==> src/rtl/la_capture_ctrl.sv <==
`timescale 1ns/1ps
// Logic-analyser capture controller: writes strobed probe samples into a circular
// RAM, qualifies a masked pattern trigger and keeps a programmable pre-trigger window.
module la_capture_ctrl #(
    parameter int DATA_W = 8,
    parameter int ADDR_W = 10
) (
    input  logic              clk,
    input  logic              rst,
    input  logic              arm,
    input  logic              abort,
    input  logic              sample_en,
    input  logic [DATA_W-1:0] din,
    input  logic [DATA_W-1:0] trig_mask,
    input  logic [DATA_W-1:0] trig_value,
    input  logic [ADDR_W-1:0] pre_len,
    output logic              wr_en,
    output logic [ADDR_W-1:0] wr_addr,
    output logic [DATA_W-1:0] wr_data,
    output logic              busy,
    output logic              done,
    output logic              triggered,
    output logic [ADDR_W-1:0] trig_addr,
    output logic [ADDR_W-1:0] start_addr
);

    // state     | meaning
    // IDLE      | not capturing, waiting for arm
    // PRE       | filling the pre-trigger window, trigger not evaluated
    // WAIT_TRIG | circular capture while looking for the pattern
    // POST      | capturing the remainder of the buffer after the trigger
    // DONE      | buffer complete, addresses valid for readout
    typedef enum logic [2:0] {
        IDLE      = 3'd0,
        PRE       = 3'd1,
        WAIT_TRIG = 3'd2,
        POST      = 3'd3,
        DONE      = 3'd4
    } state_t;

    localparam logic [ADDR_W-1:0] ONE = {{(ADDR_W-1){1'b0}}, 1'b1};

    state_t            state, state_n;
    logic [ADDR_W-1:0] wr_ptr;
    logic [ADDR_W-1:0] pre_len_q;
    logic [ADDR_W-1:0] cnt, cnt_n, cnt_inc;
    logic [ADDR_W-1:0] post_len;
    logic              capturing;
    logic              sample;
    logic              hit;
    logic              do_arm;
    logic              do_trig;

    assign capturing = (state == PRE) || (state == WAIT_TRIG) || (state == POST);
    assign sample    = capturing && sample_en && !abort;
    assign hit       = ((din ^ trig_value) & trig_mask) == '0;
    assign cnt_inc   = cnt + ONE;
    // DEPTH-1-pre_len_q is the bitwise complement within ADDR_W bits
    assign post_len  = ~pre_len_q;
    assign busy      = capturing;
    assign done      = (state == DONE);

    always_comb begin
        state_n = state;
        cnt_n   = cnt;
        do_arm  = 1'b0;
        do_trig = 1'b0;
        if (abort) begin
            state_n = IDLE;
        end else begin
            case (state)
                IDLE, DONE: begin
                    if (arm) begin
                        do_arm  = 1'b1;
                        cnt_n   = '0;
                        state_n = (pre_len != '0) ? PRE : WAIT_TRIG;
                    end
                end
                PRE: begin
                    if (sample_en) begin
                        cnt_n = cnt_inc;
                        if (cnt_inc == pre_len_q) state_n = WAIT_TRIG;
                    end
                end
                WAIT_TRIG: begin
                    if (sample_en && hit) begin
                        do_trig = 1'b1;
                        cnt_n   = '0;
                        state_n = (post_len == '0) ? DONE : POST;
                    end
                end
                POST: begin
                    if (sample_en) begin
                        cnt_n = cnt_inc;
                        if (cnt_inc == post_len) state_n = DONE;
                    end
                end
                default: state_n = IDLE;
            endcase
        end
    end

    always_ff @(posedge clk or posedge rst) begin
        if (rst) begin
            state <= IDLE;
            cnt   <= '0;
        end else begin
            state <= state_n;
            cnt   <= cnt_n;
        end
    end

    always_ff @(posedge clk or posedge rst) begin
        if (rst) begin
            wr_ptr     <= '0;
            pre_len_q  <= '0;
            wr_en      <= 1'b0;
            wr_addr    <= '0;
            wr_data    <= '0;
            triggered  <= 1'b0;
            trig_addr  <= '0;
            start_addr <= '0;
        end else begin
            wr_en <= sample;
            if (sample) begin
                wr_addr <= wr_ptr;
                wr_data <= din;
                wr_ptr  <= wr_ptr + ONE;
            end
            if (do_arm) begin
                wr_ptr    <= '0;
                pre_len_q <= pre_len;
                triggered <= 1'b0;
            end
            if (abort) begin
                triggered <= 1'b0;
            end
            if (do_trig) begin
                triggered  <= 1'b1;
                trig_addr  <= wr_ptr;
                start_addr <= wr_ptr - pre_len_q;
            end
        end
    end

endmodule

==> config.mk <==
export PLATFORM = sky130hd
export DESIGN_NAME = la_capture_ctrl
export DESIGN_NICKNAME = d
export VERILOG_FILES = /design/src/rtl/la_capture_ctrl.sv
export SDC_FILE = /design/constraint.sdc
export NUM_CORES = 1
export LEC_CHECK = 0
export CORE_ASPECT_RATIO = 0.6
export CORE_MARGIN = 2
export CORE_UTILIZATION = 25
export CTS_BUF_LIST = sky130_fd_sc_hd__clkbuf_8
export DETAILED_ROUTE_END_ITERATION = 10
export PLACE_DENSITY_LB_ADDON = 0.15
export SYNTH_ARGS = -nofsm -noshare
export SYNTH_HDL_FRONTEND = slang
export SYNTH_SLANG_ARGS = --single-unit
==> constraint.sdc <==
create_clock -name clk -period 3.5 [get_ports clk]
set_input_delay 1.05 -clock clk [delete_from_list [all_inputs] [get_ports clk]]
set_output_delay 1.05 -clock clk [all_outputs]
set_load 0.03 [all_outputs]
==> impl_metrics.prom <==
# TYPE chip_impl_metric gauge
chip_impl_info{name="outcome",value="finished with violations"} 1
chip_impl_info{name="failed_checks",value="DRC"} 1
chip_impl_metric{name="syn_to_layout_area_delta",unit="%"} 30.4
chip_impl_info{name="critPathKind",value="input pin to flip-flop"} 1
chip_impl_metric{name="grtUsageTotal",unit="%"} 13.9
chip_impl_metric{name="finClkSkew",unit="ns"} 0.00922
chip_impl_info{name="post-synth-top-count-cell",value="sky130_fd_sc_hd__nand2_1"} 1
chip_impl_metric{name="cts_buffer_count",unit=""} 9
chip_impl_metric{name="finalWirelength",unit="um"} 11500
chip_impl_metric{name="crit_path_max_fanout",unit=""} 12
chip_impl_metric{name="slew_viol_final",unit=""} 0
chip_impl_metric{name="number_of_flops_mapped_to_enable_cells_by_yosys",unit=""} 0
chip_impl_metric{name="yosysTopAreaCellShare",unit="%"} 45.6
chip_impl_metric{name="layoutNonFillerInstCount",unit=""} 725
chip_impl_metric{name="worst_setup_hold_path_clk_slew",unit="ns"} 0.09
chip_impl_metric{name="maxSlewHeadroom",unit="%"} 43.7
chip_impl_metric{name="place_congestion",unit=""} 0.849
chip_impl_metric{name="via_count",unit=""} 3374
chip_impl_info{name="critical-path-top-cell-by-count",value="sky130_fd_sc_hd__buf_4"} 1
chip_impl_metric{name="crit_required",unit="ns"} 3.74
chip_impl_metric{name="clock_tree.buffer_depth",unit=""} 2
chip_impl_metric{name="grt_pass1_vias",unit=""} 3285
chip_impl_info{name="worstPathCellList",value="clkdlybuf4s50_1 -> xor2_1 -> a22o_1 -> a221oi_1 -> and4_2 -> nand4b_1 -> buf_4 -> buf_4 -> o41ai_1"} 1
chip_impl_metric{name="cellLeakagePower",unit="nW"} 2.30
chip_impl_info{name="grt_setup_unrepaired",value="false"} 1
chip_impl_info{name="cell_with_the_biggest_individual_delay_on_the_critical_path",value="sky130_fd_sc_hd__clkdlybuf4s50_1"} 1
chip_impl_metric{name="detailedRoute.firstIterationViolations",unit=""} 192
chip_impl_metric{name="wl_per_cell",unit="um"} 15.8
chip_impl_metric{name="io_pins",unit=""} 81
chip_impl_metric{name="global_route_wire_length_before_repair",unit="um"} 18200
chip_impl_metric{name="peakVddDrop",unit="uV"} 213
chip_impl_metric{name="reg2reg_slack",unit="ns"} 0.62
chip_impl_metric{name="timing.final.crit_period",unit="ns"} 3.16
chip_impl_metric{name="n_fill_cell",unit=""} 1635
chip_impl_metric{name="route.antenna.remaining_nets",unit=""} 0
chip_impl_metric{name="yosys_register_bits",unit=""} 73
chip_impl_metric{name="synth.yosys.warnings",unit=""} 0
chip_impl_metric{name="clock.fmax",unit="MHz"} 317
chip_impl_metric{name="postCtsResizedCells",unit=""} 0
chip_impl_metric{name="post_synth_inst_count",unit=""} 432
chip_impl_metric{name="dp.final_hpwl",unit="um"} 8800
chip_impl_metric{name="async_reset_ff_share",unit="%"} 100
chip_impl_metric{name="worst_hold_slack",unit="ns"} 0.479
chip_impl_metric{name="timing.max_cap.violations",unit=""} 0
chip_impl_info{name="synth.area.top_cells",value="sky130_fd_sc_hd__dfrtp_1 (46%), sky130_fd_sc_hd__nand2_1 (8.6%), sky130_fd_sc_hd__xor2_1 (4.2%)"} 1
chip_impl_metric{name="synth.distinct_cells",unit=""} 62
chip_impl_info{name="critPathCaptureType",value="flip-flop"} 1
chip_impl_info{name="dominant_register_cell_in_the_synthesized_netlist",value="sky130_fd_sc_hd__dfrtp_1"} 1
chip_impl_metric{name="dieWidth",unit="um"} 167
chip_impl_metric{name="post-cts-setup-buffers",unit=""} 0
chip_impl_metric{name="drt_pre_antenna_iters",unit=""} 7
chip_impl_metric{name="synth-seq-area-share",unit="%"} 45.6
chip_impl_metric{name="tightestPinTransition",unit="ns"} 0.835
chip_impl_info{name="clock_tree_from_tritoncts",value="yes"} 1
chip_impl_metric{name="die_height",unit="um"} 102
chip_impl_metric{name="placed_cells",unit=""} 709
chip_impl_metric{name="std_cell_rows",unit=""} 35
chip_impl_metric{name="cts-htree-levels",unit=""} 3
chip_impl_metric{name="syn_nets",unit=""} 483
chip_impl_metric{name="tritoncts_num_sinks",unit=""} 73
chip_impl_metric{name="drcViolationCount",unit=""} 11
chip_impl_metric{name="insertedDiodeCount",unit=""} 0
chip_impl_metric{name="setup_tns",unit="ns"} 0
chip_impl_metric{name="pwr_density_cell",unit="nW/um^2"} 637
chip_impl_metric{name="die_area",unit="um^2"} 17100
chip_impl_info{name="clock_tree_root",value="sky130_fd_sc_hd__clkbuf_8"} 1
chip_impl_metric{name="initial_core_util",unit="%"} 25.9
chip_impl_metric{name="syn-mean-instance-area",unit="um^2"} 9.28
chip_impl_metric{name="viasPerCell",unit=""} 4.65
chip_impl_info{name="timing.hold.worst.class",value="flip-flop to flip-flop"} 1
chip_impl_metric{name="arrival",unit="ns"} 3.40
chip_impl_metric{name="antenna_found_initial",unit=""} 0
chip_impl_info{name="yosysTopAreaCell",value="sky130_fd_sc_hd__dfrtp_1"} 1
chip_impl_metric{name="post_cts_hold_buffer_count",unit=""} 0
chip_impl_metric{name="syn_area",unit="um^2"} 4010
chip_impl_metric{name="final.period_utilization",unit="%"} 90.2
chip_impl_metric{name="fin_nets",unit=""} 568
chip_impl_metric{name="grt_overflow",unit=""} 0
chip_impl_info{name="cp_top_family",value="compound AO/OA/AOI/OAI gates"} 1
chip_impl_metric{name="design.core.area",unit="um^2"} 15500
chip_impl_info{name="synth.cells.most_frequent",value="sky130_fd_sc_hd__nand2_1 (92), sky130_fd_sc_hd__dfrtp_1 (73), sky130_fd_sc_hd__o21ai_0 (32)"} 1
chip_impl_metric{name="clock_insertion_delay_worst_skew",unit="ns"} 0.36
chip_impl_metric{name="critical_path.max_stage_delay",unit="ns"} 0.44
chip_impl_metric{name="grt_start_max_net_pins",unit=""} 52
chip_impl_info{name="critical_path.startpoint_type",value="input pin"} 1
chip_impl_metric{name="finalSetupViolCount",unit=""} 0
chip_impl_metric{name="timing.critical_path.buf_inv",unit=""} 3
chip_impl_metric{name="layout-drive-gt1-share",unit="%"} 9.77
chip_impl_metric{name="io_buffers",unit=""} 80
chip_impl_metric{name="hold_violations",unit=""} 0
## logic make-up after synthesis
group	count (synthesis)	synth area share (%)
buffers and inverters	40	5.59
muxes	11	3.03
xor gates and xnor gates	34	7.90
adders and majority gates	12	3.93
and+or+nand+nor	174	20.4
DFF	73	45.6
AOI/OAI and AO/OA	88	13.6
## per-layer routing
metal | track usage [%] | routed length (um)
met5 | 0 | 0
met4 | 3.95 | 129
met3 | 4.45 | 912
met2 | 17.9 | 4290
met1 | 21.4 | 6150
## registers in the layout (all words and copies together), names as in the netlist
register and count:
start_addr 10, trig_addr 10, wr_ptr 10, wr_addr 10, cnt 10, wr_data 8
triggered 1, wr_en 1, state 3, pre_len_q 10
## where the power goes
group	internal [mW]	total, mW	switching, mW
Clock	0.284	0.647	0.363
Sequential	1.02	1.23	0.215
Combinational	0.616	1.45	0.836
Total	1.92	3.33	1.41
## path summary, 6_finish.rpt
kind	from	to	depth (start not counted)
worst min register to register	wr_data[4]	wr_data[4]	2
worst max register to register	cnt[0]	state[2]	8
max in group asynchronous	rst	start_addr[9]	3
worst min-delay path	wr_data[4]	wr_data[4]	2
worst max-delay path	din[2]	start_addr[9]	9
min in group asynchronous	rst	cnt[1]	2
## layout by cell type (no fill, tap or decap), types with 2 or more instances in the layout
cell type / count
sky130_fd_sc_hd__clkdlybuf4s50_1: 80
sky130_fd_sc_hd__o31ai_1: 2
sky130_fd_sc_hd__nand4_1: 6
sky130_fd_sc_hd__xor2_1: 19
sky130_fd_sc_hd__inv_6: 3
sky130_fd_sc_hd__nor3_1: 7
sky130_fd_sc_hd__or3_1: 6
sky130_fd_sc_hd__xnor2_1: 14
sky130_fd_sc_hd__a21oi_1: 18
sky130_fd_sc_hd__clkinvlp_4: 3
sky130_fd_sc_hd__a31o_2: 2
sky130_fd_sc_hd__nor2b_1: 4
sky130_fd_sc_hd__ha_1: 11
sky130_fd_sc_hd__and3_1: 4
sky130_fd_sc_hd__nand2b_1: 4
sky130_fd_sc_hd__a21o_1: 3
sky130_fd_sc_hd__nor2_1: 22
sky130_fd_sc_hd__o21a_1: 2
sky130_fd_sc_hd__a31oi_1: 13
sky130_fd_sc_hd__or4_1: 3
sky130_fd_sc_hd__nor4_1: 2
sky130_fd_sc_hd__nand2_1: 92
sky130_fd_sc_hd__dfrtp_1: 73
sky130_fd_sc_hd__mux2i_1: 2
sky130_fd_sc_hd__buf_12: 2
sky130_fd_sc_hd__inv_1: 20
sky130_fd_sc_hd__clkbuf_8: 10
sky130_fd_sc_hd__buf_4: 11
sky130_fd_sc_hd__mux2_2: 9
sky130_fd_sc_hd__o21ai_0: 32
sky130_fd_sc_hd__o41ai_1: 3
sky130_fd_sc_hd__nand3_1: 10
## per-stage QoR
stage / worst slack [ns] / total power [mW] / utilization, % / cell area, um^2
2_1_floorplan: 0.597 / 2.21 / - / 4010
3_3_place_gp: 0.0232 / 2.68 / 32.5 / 5040
3_5_place_dp: -0.00942 / 2.70 / 32.5 / 5040
4_1_cts: 0.330 / 3.37 / 33.7 / 5230
5_1_grt: 0.229 / 3.57 / 33.7 / 5230
6_report: 0.344 / 3.33 / 33.7 / 5230
## cell type report
class | count | area [um^2] | area share, %
Tap cell | 203 | 254 | 4.86
Inverter | 21 | 78.8 | 1.51
Timing Repair Buffer | 93 | 923 | 17.7
Clock inverter | 6 | 48.8 | 0.933
Sequential cell | 73 | 1830 | 34.9
Multi-Input combinational cell | 319 | 1960 | 37.5
Clock buffer | 10 | 138 | 2.63
## worst register-to-register path, stage by stage (launching register included)
cell	delay [ns]
sky130_fd_sc_hd__dfrtp_1	0.50
sky130_fd_sc_hd__ha_1	0.46
sky130_fd_sc_hd__or3b_1	0.39
sky130_fd_sc_hd__o211ai_1	0.10
sky130_fd_sc_hd__a31oi_1	0.13
sky130_fd_sc_hd__o41ai_1	0.47
sky130_fd_sc_hd__a31oi_1	0.12
sky130_fd_sc_hd__or4_1	0.52
sky130_fd_sc_hd__a21oi_1	0.12
(Power assumes the default switching activity.)
